$ cat config.mk
export PLATFORM = sky130hd
export DESIGN_NAME = router_fsm_nch
export DESIGN_NICKNAME = d
export VERILOG_FILES = /design/src/rtl/router_fsm_nch.sv
export SDC_FILE = /design/constraint.sdc
export NUM_CORES = 1
export LEC_CHECK = 0
export BUFFER_PORTS_ARGS = -buffer_cell sky130_fd_sc_hd__buf_4
export CAP_MARGIN = 20
export CORE_UTILIZATION = 53
export CTS_CLUSTER_DIAMETER = 150
export DETAILED_ROUTE_END_ITERATION = 16
export GPL_ROUTABILITY_DRIVEN = 0
export PLACE_DENSITY = 0.83
export SKIP_LAST_GASP = 1
export SLEW_MARGIN = 0
export SYNTH_ARGS = -nofsm -noshare
export SYNTH_HDL_FRONTEND = slang
export SYNTH_SLANG_ARGS = --single-unit
$ cat constraint.sdc
create_clock -name clk -period 3.7 [get_ports clk]
set_clock_uncertainty 0.1 [all_clocks]
set_input_delay 0.555 -clock clk [delete_from_list [all_inputs] [get_ports clk]]
set_output_delay 0.555 -clock clk [all_outputs]
set_load 0.005 [all_outputs]
$ cat src/rtl/router_fsm_nch.sv
// Control FSM for a 1-to-NUM_CH packet router.
// Decodes the header address, steers FIFO writes through a one-hot select and
// sequences first-data, payload, parity, full-stall and parity-check phases.
// Headers addressing a channel that does not exist, and packets that wait too
// long for their FIFO to drain, are consumed in DROP_PKT without any write.
module router_fsm_nch #(
  parameter int unsigned NUM_CH       = 3,
  parameter int unsigned ADDR_W       = 2,
  parameter int unsigned WAIT_TIMEOUT = 32
) (
  input  logic              clk,
  input  logic              rstn,
  input  logic              i_pkt_valid,
  input  logic              i_low_pkt_valid,
  input  logic              i_parity_done,
  input  logic [ADDR_W-1:0] i_din,
  input  logic [NUM_CH-1:0] i_fifo_empty,
  input  logic [NUM_CH-1:0] i_fifo_full,
  input  logic [NUM_CH-1:0] i_soft_rst,
  output logic              o_busy,
  output logic              o_detect_add,
  output logic              o_lfd_state,
  output logic              o_ld_state,
  output logic              o_laf_state,
  output logic              o_full_state,
  output logic              o_rst_int_reg,
  output logic              o_drop_state,
  output logic              o_we_reg,
  output logic [NUM_CH-1:0] o_wr_sel,
  output logic              o_wait_timeout
);

  // Wide enough to count 0 .. WAIT_TIMEOUT-1; a single bit when the timeout is off.
  localparam int unsigned CntW = (WAIT_TIMEOUT > 1) ? $clog2(WAIT_TIMEOUT) : 1;

  typedef enum logic [3:0] {
    StDecodeAddr     = 4'd0,
    StLoadFirstData  = 4'd1,
    StWaitTillEmpty  = 4'd2,
    StLoadData       = 4'd3,
    StLoadParity     = 4'd4,
    StFifoFull       = 4'd5,
    StLoadAfterFull  = 4'd6,
    StCheckParityErr = 4'd7,
    StDropPkt        = 4'd8
  } state_e;

  state_e            r_state;
  state_e            w_state_nxt;
  logic [ADDR_W-1:0] r_addr;
  logic [CntW-1:0]   r_wait_cnt;
  logic [CntW-1:0]   w_wait_cnt_nxt;
  logic              r_wait_to;
  logic              w_wait_to_nxt;

  logic              w_full_sel;   // fifo_full of the latched channel
  logic              w_empty_sel;  // fifo_empty of the latched channel
  logic              w_srst_sel;   // soft reset of the latched channel
  logic              w_empty_din;  // fifo_empty of the channel named on din
  logic              w_din_ok;     // din addresses an existing channel
  logic [NUM_CH-1:0] w_sel_oh;     // one-hot of the latched channel
  logic              w_to_hit;     // wait budget exhausted this cycle

  // Per-channel lookups; an out-of-range address selects nothing (all zeros).
  always_comb begin
    w_full_sel  = 1'b0;
    w_empty_sel = 1'b0;
    w_srst_sel  = 1'b0;
    w_empty_din = 1'b0;
    w_sel_oh    = '0;
    for (int i = 0; i < NUM_CH; i++) begin
      if (r_addr == ADDR_W'(i)) begin
        w_full_sel  = i_fifo_full[i];
        w_empty_sel = i_fifo_empty[i];
        w_srst_sel  = i_soft_rst[i];
        w_sel_oh[i] = 1'b1;
      end
      if (i_din == ADDR_W'(i)) begin
        w_empty_din = i_fifo_empty[i];
      end
    end
  end

  assign w_din_ok = (32'(i_din) < NUM_CH);

  // Next-state logic, with the selected channel's soft reset overriding it.
  always_comb begin
    w_state_nxt = r_state;
    w_to_hit    = 1'b0;
    case (r_state)
      StDecodeAddr: begin
        if (i_pkt_valid) begin
          if (!w_din_ok) begin
            w_state_nxt = StDropPkt;
          end else if (w_empty_din) begin
            w_state_nxt = StLoadFirstData;
          end else begin
            w_state_nxt = StWaitTillEmpty;
          end
        end
      end
      StLoadFirstData: begin
        w_state_nxt = StLoadData;
      end
      StWaitTillEmpty: begin
        // Draining wins over the timeout when both happen in the same cycle.
        if (w_empty_sel) begin
          w_state_nxt = StLoadFirstData;
        end else if ((WAIT_TIMEOUT != 0) && (r_wait_cnt == CntW'(WAIT_TIMEOUT - 1))) begin
          w_state_nxt = StDropPkt;
          w_to_hit    = 1'b1;
        end
      end
      StLoadData: begin
        if (w_full_sel) begin
          w_state_nxt = StFifoFull;
        end else if (!i_pkt_valid) begin
          w_state_nxt = StLoadParity;
        end
      end
      StLoadParity: begin
        w_state_nxt = StCheckParityErr;
      end
      StFifoFull: begin
        if (!w_full_sel) begin
          w_state_nxt = StLoadAfterFull;
        end
      end
      StLoadAfterFull: begin
        if (i_parity_done) begin
          w_state_nxt = StDecodeAddr;
        end else if (i_low_pkt_valid) begin
          w_state_nxt = StLoadParity;
        end else begin
          w_state_nxt = StLoadData;
        end
      end
      StCheckParityErr: begin
        w_state_nxt = w_full_sel ? StFifoFull : StDecodeAddr;
      end
      StDropPkt: begin
        // Trailing parity arrives with pkt_valid low and is simply not consumed.
        if (!i_pkt_valid) begin
          w_state_nxt = StDecodeAddr;
        end
      end
      default: begin
        w_state_nxt = StDecodeAddr;
      end
    endcase

    if ((r_state != StDecodeAddr) && w_srst_sel) begin
      w_state_nxt = StDecodeAddr;
    end
  end

  // Wait counter restarts from zero on every entry to WAIT_TILL_EMPTY.
  always_comb begin
    w_wait_cnt_nxt = '0;
    if (r_state == StWaitTillEmpty) begin
      w_wait_cnt_nxt = r_wait_cnt + CntW'(1);
    end
  end

  // Timeout pulse only when the drop actually happens (a soft reset pre-empts it).
  assign w_wait_to_nxt = w_to_hit && (w_state_nxt == StDropPkt);

  // State, address latch, wait counter and timeout pulse registers.
  always_ff @(posedge clk) begin
    if (!rstn) begin
      r_state    <= StDecodeAddr;
      r_addr     <= '0;
      r_wait_cnt <= '0;
      r_wait_to  <= 1'b0;
    end else begin
      r_state    <= w_state_nxt;
      r_wait_cnt <= w_wait_cnt_nxt;
      r_wait_to  <= w_wait_to_nxt;
      if ((r_state == StDecodeAddr) && i_pkt_valid) begin
        r_addr <= i_din;
      end
    end
  end

  // Moore output decode; unused encodings leave every output low.
  always_comb begin
    o_busy        = 1'b0;
    o_detect_add  = 1'b0;
    o_lfd_state   = 1'b0;
    o_ld_state    = 1'b0;
    o_laf_state   = 1'b0;
    o_full_state  = 1'b0;
    o_rst_int_reg = 1'b0;
    o_drop_state  = 1'b0;
    o_we_reg      = 1'b0;
    o_wr_sel      = '0;
    case (r_state)
      StDecodeAddr: begin
        o_detect_add = 1'b1;
      end
      StLoadFirstData: begin
        o_busy      = 1'b1;
        o_lfd_state = 1'b1;
        o_wr_sel    = w_sel_oh;
      end
      StWaitTillEmpty: begin
        o_busy = 1'b1;
      end
      StLoadData: begin
        o_ld_state = 1'b1;
        o_we_reg   = 1'b1;
        o_wr_sel   = w_sel_oh;
      end
      StLoadParity: begin
        o_busy   = 1'b1;
        o_we_reg = 1'b1;
        o_wr_sel = w_sel_oh;
      end
      StFifoFull: begin
        o_busy       = 1'b1;
        o_full_state = 1'b1;
      end
      StLoadAfterFull: begin
        o_busy      = 1'b1;
        o_laf_state = 1'b1;
        o_we_reg    = 1'b1;
        o_wr_sel    = w_sel_oh;
      end
      StCheckParityErr: begin
        o_busy        = 1'b1;
        o_rst_int_reg = 1'b1;
      end
      StDropPkt: begin
        o_drop_state = 1'b1;
      end
      default: begin
        o_busy = 1'b0;
      end
    endcase
  end

  assign o_wait_timeout = r_wait_to;

endmodule

==> flow_metrics.tcl, run 1 <==
set metrics [dict create \
    muxShareOfSynthArea_pct 6.250 \
    required_ns 3.04 \
    drt-pass1-iter-count 4 \
    synth_cells 109 \
    synth_xor_area_share_pct 1.944 \
    slowest_stage "dfxtp_1" \
    port_buffers 28 \
    drv_slew 0 \
    initial_core_util_pct 58.44 \
    fmax_mhz 420.3 \
    cts_setup_buffers 0 \
    drive_gt1_share_pct 31.34 \
    synthSimpleGateAreaFrac_pct 33.89 \
    max_stage_delay_ns 0.63 \
    cts-hold-fix-buffers 0 \
    netlist_area_sq_um 900.9 \
    dr_total_vias 896 \
    grt_antenna_before_repair 0 \
    holdCritPathClass "flop to flop" \
    max_cap_violations 0 \
    path_class "flop to output pin" \
    start_kind "flop" \
    r2r_cells 4 \
    synth_edf_count 0 \
    grt_pass1_vias 805 \
    whs_path_depth 1 \
    cp-end-kind "output pin" \
    placed_area_sq_um 1077 \
    fin_util_pct 71.35 \
    irDropWorstVdd_uv 344.9 \
    num_io_pins 29 \
    routedWlPerCell_um 14.20 \
    setup_viol 0 \
    rows 14 \
    routed_wl_um 2130 \
    r2r_slack_ns 1.95 \
    diodes 0 \
    nets 154 \
    ctsHtreeMaxLevel 1 \
    synth_nets 127 \
    stdcell_area_sq_um 1100 \
    drt_iter0_drc 20 \
    ys.warnings.count 0 \
    hpwl_um 1618 \
    cts_tree "yes" \
    worst_pin_slew_ns 0.6130 \
    fin_crit_ns 2.379 \
    instances_no_fill 150 \
    grt.overflow.total 0 \
    clk_pin_slew_worst_paths_ns 0.07 \
    synth_seq_cells 12 \
    cts_root_buf "clkbuf_4" \
    synth_largest_area_cell "dfxtp_1" \
    relSlewSlack_pct 59.08 \
    p_leak_nw 0.4475 \
    die-area_sq_um 1868 \
    ant_nets 0 \
    grt_max_degree 16 \
    synth_cell_types 42 \
    arrival_ns 1.72 \
    setup_tns_ns 0 \
    crit_path_max_fanout 14 \
    syn_to_final_growth_pct 22.08 \
    track_usage_pct 25.04 \
    post_cts_resized 0 \
    avgSynthCellArea_sq_um 8.265 \
    drc 0 \
    cts_max_path_buffers 2 \
    synth_compound_area_share_pct 20.42 \
    post-place-cells 147 \
    yosysSeqAreaShare_pct 26.67 \
    outcome "complete, no violations" \
    synth_top_family_by_area "simple AND/OR/NAND/NOR gates" \
    cts_made_buffers 3 \
    powerDensity_nw_per_um2 536.1 \
    rsz0062_at_grt "false" \
    fin_crit_sh_pct 64.31 \
    grt_first_pass_wirelength_um 3477 \
    ys_top_cells_by_area "dfxtp_1, nor2_1, buf_6" \
    via_per_inst 5.973 \
    finalHoldViolCount 0 \
    synth-main-ff-cell "dfxtp_1" \
    synth_top_cell_area_share_pct 26.67 \
    cp_cell_sequence "nor2b_1, o21bai_1, nor3_1, buf_4" \
    die_x_um 43.23 \
    worstSkewPairLatency_ns 0.28 \
    synthArstFlopShare_pct 0 \
    nFillCells 127 \
    synthAdderAreaFrac_pct 2.778 \
    die_y_um 43.23 \
    core-area_sq_um 1541 \
    cts_sinks 12 \
    power_mw 0.5896 \
]
==> state kept, by name (all words and copies together) (netlist names) <==
signal and cells:
r_wait_cnt 5, r_state 4, r_addr 2, o_wait_timeout 1
==> worst max-delay path, delay by kind of cell, from the launching register on <==
family | cells | cell delay [ns]
compound gates | 1 | 0.15
buf+inv | 1 | 0.17
flops | 1 | 0.63
simple gates | 2 | 0.50
==> report_power, final <==
group          switching (mW)  internal (mW)
sequential             0.0591          0.149
combinational           0.145          0.154
clock                  0.0445         0.0378
total                   0.249          0.341
==> metal layers <==
layer	GRT usage [%]	routed length, um	up-vias
met5	0	0	-
met2	38.81	1003	30
met3	6.383	120	9
li1	-	-	439
met4	17.58	56	0
met1	29.61	950	418
==> cells by family after synthesis <==
| group | count (synthesis) |
|---|---|
| muxes | 5 |
| adders and majority gates | 2 |
| and+or+nand+nor | 54 |
| buffers and inverters | 11 |
| xor gates and xnor gates | 2 |
| AOI/OAI and AO/OA | 23 |
| DFF | 12 |
==> final timing paths <==
path / start / to
setup / recovery: r_state[2]$_SDFF_PN0_ / o_wr_sel[0]
hold / removal: r_wait_cnt[0]$_SDFF_PN0_ / r_wait_cnt[0]$_SDFF_PN0_
setup reg to reg: r_addr[0]$_SDFFE_PN0P_ / r_state[2]$_SDFF_PN0_
hold reg to reg: r_wait_cnt[0]$_SDFF_PN0_ / r_wait_cnt[0]$_SDFF_PN0_
==> cell usage in the layout (no fill, tap or decap), types with 4 or more instances in the layout <==
cell      Yosys  layout
nor2_1       14      14
nor3_1        5       5
o21ai_0       5       5
inv_1         5       5
or3_1         4       4
buf_4         2      28
nand3_1       5       5
dfxtp_1      12      12
nand2b_1      4       4
nand2_1       8       8
==> synth_stat cells (all sizes together) (2+ instances only) <==
cell type and n:
nand2b 4, a31oi 3, nor3 5, nor2 14
o21ai 5, buf 6, nand2 8, a211oi 3
a21boi 2, nand3b 3, inv 5, or3 4
nor2b 3, mux2i 3, dfxtp 12, mux2 2
a21oi 2, nand3 5, ha 2
==> per-stage QoR <==
step / setup slack (ns) / hold slack, ns
after global routing: 1.224 / 0.3763
after detailed placement: 1.669 / 0.3590
after floorplan: 2.065 / 0.3176
after CTS: 1.352 / 0.3701
after global placement: 1.743 / 0.3327
final: 1.321 / 0.3592
==> cell type report <==
| class | count | area (sq um) | share of cell area [%] |
|---|---|---|---|
| Sequential cell | 12 | 240.2 | 21.84 |
| Inverter | 5 | 18.77 | 1.706 |
| Timing Repair Buffer | 28 | 210.2 | 19.11 |
| Clock buffer | 3 | 22.52 | 2.048 |
| Tap cell | 16 | 20.02 | 1.820 |
| Multi-Input combinational cell | 86 | 588.1 | 53.47 |
Power figures use the tool's default switching activity.
==> run 2: changes to the inputs <==
--- a/config.mk
+++ b/config.mk
@@ -7,11 +7,11 @@
 export LEC_CHECK = 0
 export BUFFER_PORTS_ARGS = -buffer_cell sky130_fd_sc_hd__buf_4
 export CAP_MARGIN = 20
-export CORE_UTILIZATION = 53
+export CORE_UTILIZATION = 49
 export CTS_CLUSTER_DIAMETER = 150
 export DETAILED_ROUTE_END_ITERATION = 16
 export GPL_ROUTABILITY_DRIVEN = 0
-export PLACE_DENSITY = 0.83
+export PLACE_DENSITY = 0.77
 export SKIP_LAST_GASP = 1
 export SLEW_MARGIN = 0
 export SYNTH_ARGS = -nofsm -noshare
==> constraint.sdc (replaced) <==
create_clock -name clk -period 2.2 [get_ports clk]
set_clock_uncertainty 0.1 [all_clocks]
set_input_delay 0.33 -clock clk [delete_from_list [all_inputs] [get_ports clk]]
set_output_delay 0.33 -clock clk [all_outputs]
set_load 0.005 [all_outputs]
==> flow_metrics.tcl, run 2 (synthesis gave the netlist of run 1 again) <==
set metrics [dict create \
    cts_sinks 12 \
    initial_core_util_pct 52.17 \
    routedWlPerCell_um 12.69 \
    nets 154 \
    required_ns 1.77 \
    switching_power_mw 0.4265 \
    drc 0 \
    post_cts_resized 0 \
    arrival_ns 1.52 \
    relSlewSlack_pct 60.74 \
    grt_max_degree 16 \
    diodes 0 \
    finalHoldViolCount 0 \
    switching_share_pct 41.10 \
    die_x_um 44.88 \
    largest_reg_flops 5 \
    cp-end-kind "output pin" \
    syn_to_final_growth_pct 25.00 \
    whs_ns 0.2384 \
    outcome "complete, no violations" \
    fin_crit_ns 1.950 \
    hpwl_um 1479 \
    worst_pin_slew_ns 0.5880 \
    placed_area_sq_um 1089 \
    reg_top3 "r_wait_cnt x5, r_state x4, r_addr x2" \
    fin_util_pct 65.22 \
    cp_cell_sequence "nor2b_1, o21bai_1, nor3b_1, buf_4" \
    cts-hold-fix-buffers 0 \
    path_class "flop to output pin" \
    grt_pass1_vias 704 \
    slowest_stage "dfxtp_1" \
    cts_root_buf "clkbuf_4" \
    start_kind "flop" \
    rsz0062_at_grt "false" \
    holdCritPathClass "primary input to flop" \
    seqPwrFrac_pct 33.3 \
    drt_iter0_drc 31 \
    cts_setup_buffers 0 \
    final_cell_mix "buf_4, nor2_1, dfxtp_1" \
    track_usage_pct 21.27 \
    routed_wl_um 2031 \
    fin_crit_sh_pct 88.65 \
    drive_gt1_share_pct 32.59 \
    powerDensity_nw_per_um2 921.4 \
    port_buffers 28 \
    crit_path_max_fanout 12 \
    grt.overflow.total 0 \
    via_per_inst 5.325 \
    post-place-cells 156 \
    p_comb_share_pct 49.0 \
    rows 15 \
    cts_max_path_buffers 2 \
    max_stage_delay_ns 0.58 \
    drt-pass1-iter-count 4 \
    stdcell_area_sq_um 1126 \
    irDropWorstVdd_uv 555.1 \
    ctsHtreeMaxLevel 1 \
    grt_antenna_before_repair 0 \
    max_cap_violations 0 \
    grt_first_pass_wirelength_um 3056 \
    die-area_sq_um 2014 \
    drv_slew 0 \
    clk_pin_slew_worst_paths_ns 0.08 \
    instances_no_fill 160 \
    mostFrequentLayoutCell "buf_4" \
    fmax_mhz 512.7 \
    ant_nets 0 \
    worstSkewPairLatency_ns 0.28 \
    setup_viol 0 \
    regMostFlops "r_wait_cnt" \
    core-area_sq_um 1727 \
    dr_total_vias 852 \
    setup_tns_ns 0 \
    p_clk_share_pct 17.7 \
    num_io_pins 29 \
    cts_tree "yes" \
    p_leak_nw 0.4552 \
    cts_made_buffers 3 \
    internal_power_mw 0.6111 \
    die_y_um 44.88 \
]
-- run 2: cell types whose count changed in the layout (fill, tap and decap cells not counted), sizes merged --
| cell | change |
|---|---|
| clkbuf | +1 |
-- run 2: worst max-delay path, delay by kind of cell (launching register included) --
family | cells | cell delay (ns)
buffers and inverters | 1 | 0.14
AO/OA/AOI/OAI | 1 | 0.11
flip-flops | 1 | 0.58
AND/OR/NAND/NOR | 2 | 0.40
-- run 2: power by group through the flow --
stage / combinational [mW] / clock, mW / sequential [mW]
finish: 0.509 / 0.183 / 0.346
detailed placement: 0.501 / 0 / 0.348
global placement: 0.491 / 0 / 0.348
CTS: 0.510 / 0.183 / 0.344
global route: 0.556 / 0.198 / 0.355
floorplan: 0.423 / 0 / 0.286
-- run 2: area by class of cell --
cell class	count	area [sq um]
Clock buffer	4	36.28
Fill cell	161	600.6
Inverter	5	18.77
Multi-Input combinational cell	86	588.1
Sequential cell	12	241.5
Tap cell	25	31.28
Timing Repair Buffer	28	210.2
-- run 2: final timing paths --
path	start	slack, ns	cells past startpoint	end
setup / recovery	r_state[0]$_SDFF_PN0_	0.25	4	o_wr_sel[1]
hold / removal	i_din[1]	0.24	3	r_addr[1]$_SDFFE_PN0P_
setup reg to reg	r_addr[0]$_SDFFE_PN0P_	0.47	4	r_state[2]$_SDFF_PN0_
hold reg to reg	r_wait_cnt[0]$_SDFF_PN0_	0.36	1	r_wait_cnt[0]$_SDFF_PN0_
-- run 2: layer usage --
layer  track usage [%]  up-vias  wire length [um]
li1                  -      442                 -
met1             28.22      383               925
met2             32.94       23               983
met3             5.200        4               110
met4             9.091        0                12
met5                 0        -                 0
-- run 2: through the flow --
step / total power [mW] / setup WS [ns]
6_report: 1.038 / 0.2497
2_1_floorplan: 0.7087 / 0.6583
3_5_place_dp: 0.8494 / 0.4330
4_1_cts: 1.037 / 0.1167
3_3_place_gp: 0.8395 / 0.4711
5_1_grt: 1.109 / 0.1071
